===== src/rtl/sprite_mem_arbiter.sv =====
// Arbiter for the single-port sprite memory shared by the CPU pipeline (read/write)
// and the GPU render engine (read-only). The CPU normally wins. A GPU burst is
// bounded so that a pending CPU access waits at most GPU_BURST cycles.
//
// state  | meaning
// -------+-------------------------------------------------------------
// IDLE   | no grant last cycle; CPU wins a tie
// CPU    | last grant went to the CPU; a waiting GPU goes next
// GPU    | last grant went to the GPU; burst_cnt counts consecutive GPU grants
module sprite_mem_arbiter #(
   parameter int ADDR_W    = 8,
   parameter int FIELD_W   = 4,
   parameter int DATA_W    = 32,
   parameter int GPU_BURST = 4
) (
   input  logic                      clk,
   input  logic                      rst_n,
   input  logic                      cpu_req,
   input  logic                      cpu_we,
   input  logic [ADDR_W-1:0]         cpu_addr,
   input  logic [FIELD_W-1:0]        cpu_field,
   input  logic [DATA_W-1:0]         cpu_wdata,
   output logic                      cpu_gnt,
   output logic                      cpu_rvalid,
   output logic [DATA_W-1:0]         cpu_rdata,
   output logic                      stall,
   input  logic                      gpu_req,
   input  logic [ADDR_W-1:0]         gpu_addr,
   input  logic [FIELD_W-1:0]        gpu_field,
   output logic                      gpu_gnt,
   output logic                      gpu_rvalid,
   output logic [DATA_W-1:0]         gpu_rdata,
   output logic                      mem_en,
   output logic                      mem_we,
   output logic [ADDR_W+FIELD_W-1:0] mem_addr,
   output logic [DATA_W-1:0]         mem_wdata,
   input  logic [DATA_W-1:0]         mem_rdata
);

   localparam int CNT_W = $clog2(GPU_BURST + 1);
   localparam logic [CNT_W-1:0] BURST_MAX = CNT_W'(GPU_BURST);

   localparam logic [1:0] S_IDLE = 2'd0;
   localparam logic [1:0] S_CPU  = 2'd1;
   localparam logic [1:0] S_GPU  = 2'd2;

   logic [1:0]       state, state_nxt;
   logic [CNT_W-1:0] burst_cnt, burst_nxt;
   logic             pick_cpu, pick_gpu;
   logic             cpu_rvalid_q, gpu_rvalid_q;

   // Pick this cycle's winner from the registered state and live requests.
   always_comb begin
      pick_cpu = 1'b0;
      pick_gpu = 1'b0;
      case (state)
         S_CPU: begin
            if (gpu_req)      pick_gpu = 1'b1;
            else if (cpu_req) pick_cpu = 1'b1;
         end
         S_GPU: begin
            if (cpu_req && burst_cnt == BURST_MAX) pick_cpu = 1'b1;
            else if (gpu_req)                      pick_gpu = 1'b1;
            else if (cpu_req)                      pick_cpu = 1'b1;
         end
         default: begin
            if (cpu_req)      pick_cpu = 1'b1;
            else if (gpu_req) pick_gpu = 1'b1;
         end
      endcase
   end

   // Next state follows the winner; the burst count only grows across GPU-to-GPU grants.
   always_comb begin
      state_nxt = S_IDLE;
      burst_nxt = '0;
      if (pick_cpu) begin
         state_nxt = S_CPU;
      end else if (pick_gpu) begin
         state_nxt = S_GPU;
         if (state == S_GPU)
            burst_nxt = (burst_cnt == BURST_MAX) ? BURST_MAX : burst_cnt + 1'b1;
         else
            burst_nxt = CNT_W'(1);
      end
   end

   // State, burst counter and read-return flags.
   always_ff @(posedge clk or negedge rst_n) begin
      if (!rst_n) begin
         state        <= S_IDLE;
         burst_cnt    <= '0;
         cpu_rvalid_q <= 1'b0;
         gpu_rvalid_q <= 1'b0;
      end else begin
         state        <= state_nxt;
         burst_cnt    <= burst_nxt;
         cpu_rvalid_q <= cpu_gnt & ~cpu_we;
         gpu_rvalid_q <= gpu_gnt;
      end
   end

   // Grants and stall are masked by reset so every output reads 0 while rst_n is low.
   assign cpu_gnt = rst_n & pick_cpu;
   assign gpu_gnt = rst_n & pick_gpu;
   assign stall   = rst_n & ((cpu_req & ~cpu_gnt) | (cpu_gnt & ~cpu_we));

   assign mem_en    = cpu_gnt | gpu_gnt;
   assign mem_we    = cpu_gnt & cpu_we;
   assign mem_addr  = cpu_gnt ? {cpu_addr, cpu_field} :
                      gpu_gnt ? {gpu_addr, gpu_field} : '0;
   assign mem_wdata = mem_we ? cpu_wdata : '0;

   assign cpu_rvalid = cpu_rvalid_q;
   assign gpu_rvalid = gpu_rvalid_q;
   assign cpu_rdata  = cpu_rvalid_q ? mem_rdata : '0;
   assign gpu_rdata  = gpu_rvalid_q ? mem_rdata : '0;

endmodule


===== config.mk =====
export PLATFORM = sky130hd
export DESIGN_NAME = sprite_mem_arbiter
export DESIGN_NICKNAME = d
export VERILOG_FILES = /design/src/rtl/sprite_mem_arbiter.sv
export SDC_FILE = /design/constraint.sdc
export NUM_CORES = 1
export LEC_CHECK = 0
export CAP_MARGIN = 25
export CORE_MARGIN = 2
export CORE_UTILIZATION = 21
export CTS_CLUSTER_DIAMETER = 200
export CTS_CLUSTER_SIZE = 12
export DETAILED_ROUTE_END_ITERATION = 16
export HOLD_SLACK_MARGIN = 0.06
export PLACE_DENSITY = 0.78
export SKIP_LAST_GASP = 1
export SLEW_MARGIN = 20
export SYNTH_ARGS = -nofsm -noshare
export SYNTH_HDL_FRONTEND = slang
export SYNTH_SLANG_ARGS = --single-unit

===== constraint.sdc =====
create_clock -name clk -period 2 [get_ports clk]
set_clock_uncertainty 0.2 [all_clocks]
set_input_delay 0.3 -clock clk [delete_from_list [all_inputs] [get_ports clk]]
set_output_delay 0.3 -clock clk [all_outputs]
set_load 0.05 [all_outputs]

Yosys cells after proc, flatten, opt, wreduce, memory -nomap -nowiden
Cells that the tools add are included.
{ "totals": {"regBits": 7, "in_bits": 93, "output_inout_bits": 115, "word_cells": 38} }
{ "classes": {"n_addsub": 1, "n_eq_ne": 3, "muxes": 19, "bitwise": 10, "reduce_logical": 1} }
{ "ops": {"columns": ["cell", "count"], "rows": [
  ["32-bit 2-to-1 mux", 3],
  ["12-bit 2-to-1 mux", 2],
  ["3-bit 2-to-1 mux", 4],
  ["1-bit AND", 6],
  ["1-bit 2-to-1 mux", 6],
  ["2-bit 2-to-1 mux", 2],
  ["1-bit one-hot mux with 2 select lines", 2],
  ["3-bit by 1-bit adder with 3-bit output (second input constant)", 1],
  ["3-bit == test (second input constant)", 1],
  ["2-bit by 1-bit == test with 1-bit output (second input constant)", 1],
  ["2-bit == test (second input constant)", 1],
  ["1-bit inverter", 2],
  ["1-bit OR", 2],
  ["1-bit logical AND", 1]
]} }

Depth between registers and ports, before layout
{ "depth": {"ltp_word": 9, "mapped_depth": 7, "depth_no_buf": 6} }

Least setup slack after synthesis
Ideal clock, no wire load.
{ "synth_timing": {"path_kind": "register to output", "start": "register state[0]", "end": "output mem_addr[10]", "arrival_ns": 2.473, "required_time_ns": 1.500, "path_slack_ns": -0.973, "stages_incl_launch_ff": 8, "path_buffers": 1, "cell_sequence": "dfrtp_1 -> inv_1 -> ha_1 -> nor2_1 -> a221o_2 -> buf_6 -> nand3_1 -> a21boi_0"} }
{ "synth_via": {"elab_chain_len": 5, "word_cells_on_any_way": 8, "classes_between": "eq/ne (2); mux (4); bitwise (2)"} }
{ "synth_rtl": {"columns": ["element", "line", "text"], "rows": [
  ["from (decl)", "47", "logic [1:0] state, state_nxt;"],
  ["from (signal assigned)", "96", "state <= state_nxt;"],
  ["2-bit == test or 2-bit by 1-bit == test with 1-bit output (tied branches)", "56", "case (state)"],
  ["1-bit one-hot mux with 2 select lines", "56", null],
  ["1-bit AND", "105", "assign gpu_gnt = rst_n & pick_gpu;"],
  ["12-bit 2-to-1 mux", "111", "gpu_gnt ? {gpu_addr, gpu_field} : '0;"],
  ["12-bit 2-to-1 mux (*)", "110", "assign mem_addr = cpu_gnt ? {cpu_addr, cpu_field} :"],
  ["to (decl)", "35", "output logic [ADDR_W+FIELD_W-1:0] mem_addr,"]
]} }
Mark *: on every way between the ends. The rest lies on a longest branch, timed or not.

Worst setup path in the final report
{ "layout_timing": {"start": "register state[1]", "end": "output mem_wdata[0]"} }
{ "layout_via": {"elab_chain_len": 5, "word_cells_on_any_way": 6, "classes_between": "eq/ne (2); mux (2); bitwise (2)"} }
{ "layout_rtl": {"columns": ["element", "line", "text"], "rows": [
  ["2-bit == test or 2-bit by 1-bit == test with 1-bit output (tied branches)", "56", null],
  ["1-bit one-hot mux with 2 select lines (*)", "56", null],
  ["1-bit AND (*)", "104", "assign cpu_gnt = rst_n & pick_cpu;"],
  ["1-bit AND (*)", "109", "assign mem_we = cpu_gnt & cpu_we;"],
  ["32-bit 2-to-1 mux (*)", "112", "assign mem_wdata = mem_we ? cpu_wdata : '0;"],
  ["to (decl)", "36", "output logic [DATA_W-1:0] mem_wdata,"]
]} }
Marks and branches as above.

==> summary.md <==
| Metric | Value |
|---|---|
| Setup TNS | -22.06 ns |
| Yosys warning count | 0 |
| Synth cell types | 26 |
| Upper clock frequency limit | 400 MHz |
| DRC Markers | 0 |
| Static Leak | 2.11 nW |
| Failing checks | setup timing |
| Slew Viols, Final | 0 |
| Crit Path Category | flop to output port |
| Setup ws final | -0.498 ns |
| Status | finished, violations left |
| Initial antenna violation count | 0 |
| Hold Vio Cnt, Final | 0 |
| First-pass GRT wire length | 13000 um |
| Largest area contributor in the netlist | and2_1 |
| Largest net degree at the start of global routing | 34 |
| Critical path required time | 1.50 ns |
| Post-route ant nets | 0 |
| DR WL/cell | 17.3 um |
| Net total in the final layout | 503 |
| Vias/cell | 4.51 |
| GRT Resource Usage Total | 23.3% |
| Type of the worst min-delay path | input port to asynchronous set/reset pin |
| Crit path launch type | flop |
| Die Y | 83.8 um |
| Diode count | 0 |
| Fin crit share | 125% |
| Max rail drop VDD | 0.735 mV |
| Max_cap viols | 0 |
| Die Span X | 83.8 um |
| Core region area | 6240 um^2 |
| Buffers on Ports | 207 |
| Clock sink total | 7 |
| Top-area cell type share of the netlist area | 46.3% |
| Syn Area/Cell | 7.11 um^2 |
| Clock latency on the worst-skew pair | 0.23 ns |
| Worst Max-Slew Pin Slew | 0.276 ns |
| CP Data Arrival Time | 2.00 ns |
| Router iterations before antenna repair | 4 |
| Post-place instance area | 4810 um^2 |
| Fraction of layout cells with a size suffix above 1 | 50.6% |
| Starting Density | 21.4% |
| Register area share after synthesis | 13.1% |
| Setup Viol. Count Final | 50 |
| Most numerous cell in the Yosys netlist | and2_1 |
| Fillcell total | 368 |
| Number of H-tree levels | 1 |
| # IOs | 208 |
| Total CTS buffers | 3 |
| Post-synth design cell area | 1340 um^2 |
| Vias in the first global route | 2383 |
| RSZ-0062 raised after global routing | true |
| Vias post-DR | 2172 |
| Post-synth EDFFs | 0 |
| Primary FF master, synth | dfrtp_1 |
| Yosys reg bits | 7 |
| Most frequent cells after synthesis | and2_1 (99), nand3_1 (25), a21boi_0 (12) |
| Maximum clock insertion buffer count | 2 |
| Synthesized net count | 285 |
| Power Dens Cells | 812 nW/um^2 |
| Cell Rows | 29 |
| Clock root buffer | clkbuf_8 |
| 1st-iter DRT viols | 52 |
| CTS tree | yes |
| Slew headroom | 81.6% |
| Crit Path Max Fanout | 20 |
| Clock period minus worst slack | 2.50 ns |
| Post-Route WL | 8340 um |
| Post-Syn Instances | 188 |
| Post-DP HPWL | 6690 um |
| Worst-case reg-to-reg path depth | 7 |
| Grt ovf | 0 |
| Placer congestion estimate | 0.747 |
| Hold Slack | 0.330 ns |
| Area Growth Syn to Fin | 276% |
| Async SR Flop Fraction | 100% |
| Design area | 5030 um^2 |
| DIE AREA | 7020 um^2 |
| CP endpoint kind | output port |
| Ranking of synthesized cells by area | and2_1 (46%), dfrtp_1 (13%), nand3_1 (9.4%), a21boi_0 (6.7%), ha_1 (3.7%) |
| Clock-pin slew on the worst setup and hold paths | 0.04 ns |
## sequential cells by signal, indices dropped and copies added (netlist names)
name        cells
burst_cnt       3
gpu_rvalid      1
cpu_rvalid      1
state           2
## cells by family (layout without fill, tap and decap cells)
group | after synthesis | in the layout | synth area share [%]
AOI/OAI and AO/OA | 20 | 22 | 13.6
DFF | 7 | 7 | 13.1
and+or+nand+nor | 137 | 137 | 61.5
buffers and inverters | 20 | 235 | 8.05
adders and majority gates | 4 | 4 | 3.75
## power by group
group / switching (mW) / internal [mW]
registers: 0.0220 / 0.173
logic: 1.99 / 1.70
clock network: 0.0602 / 0.138
## critical path: stages (launching register included)
cell and delay, ns:
dfrtp_1 0.42, ha_4 0.34, nor2b_4 0.06, a22oi_4 0.21, and4_4 0.27, buf_12 0.15, and2_2 0.17, buf_12 0.13
## worst paths after layout
kind                                      to  slack [ns]          from
max in group asynchronous         gpu_rvalid        1.14         rst_n
worst max-delay path            mem_wdata[0]       -0.50      state[1]
worst min-delay path                state[0]        0.33         rst_n
min in group clk                burst_cnt[2]        0.47  burst_cnt[2]
worst min register to register  burst_cnt[2]        0.47  burst_cnt[2]
worst max register to register  burst_cnt[2]       -0.04      state[1]
## through the flow
step	util [%]	total power, mW	instances	worst slack [ns]
2_1_floorplan	-	2.12	188	-0.147
3_3_place_gp	77.0	3.54	474	-0.365
3_5_place_dp	77.0	3.61	474	-0.423
4_1_cts	80.0	4.02	482	-0.477
5_1_grt	80.6	4.23	482	-0.559
6_report	80.6	4.08	482	-0.498
## routing by layer
| metal | up-vias | routed length, um | global-route usage (%) |
|---|---|---|---|
| met5 | - | 0 | 0 |
| met2 | 90 | 5010 | 47.9 |
| met4 | 0 | 217 | 7.48 |
| li1 | 1048 | - | - |
| met1 | 1018 | 2820 | 23.7 |
| met3 | 16 | 292 | 2.67 |
## cells in the final DEF (no fill, tap or decap), types with 4 or more instances in the layout
master,synthesis,final
buf_12,0,104
clkdlybuf4s50_1,0,92
and2_1,99,66
and2_4,0,31
nand3_1,25,19
buf_6,4,14
buf_4,0,14
a21boi_4,0,12
dfrtp_1,7,7
nand3_2,0,6
inv_1,6,4
## final cells by class
type / instances / area [um^2] / area share, %
Clock buffer: 4 / 45.0 / 0.896
Inverter: 6 / 22.5 / 0.448
Multi-Input combinational cell: 163 / 1410 / 28.0
Sequential cell: 7 / 175 / 3.48
Tap cell: 77 / 96.3 / 1.92
Timing Repair Buffer: 225 / 3280 / 65.2
## what timing repair did
item,in CTS,in global routing
resized for setup,24,10
setup buffers,2,0
setup endpoints to repair,49,50
hold buffers,0,0
pin swaps,6,1
cloned,2,0
No activity file was read; power rests on OpenSTA's default activity.
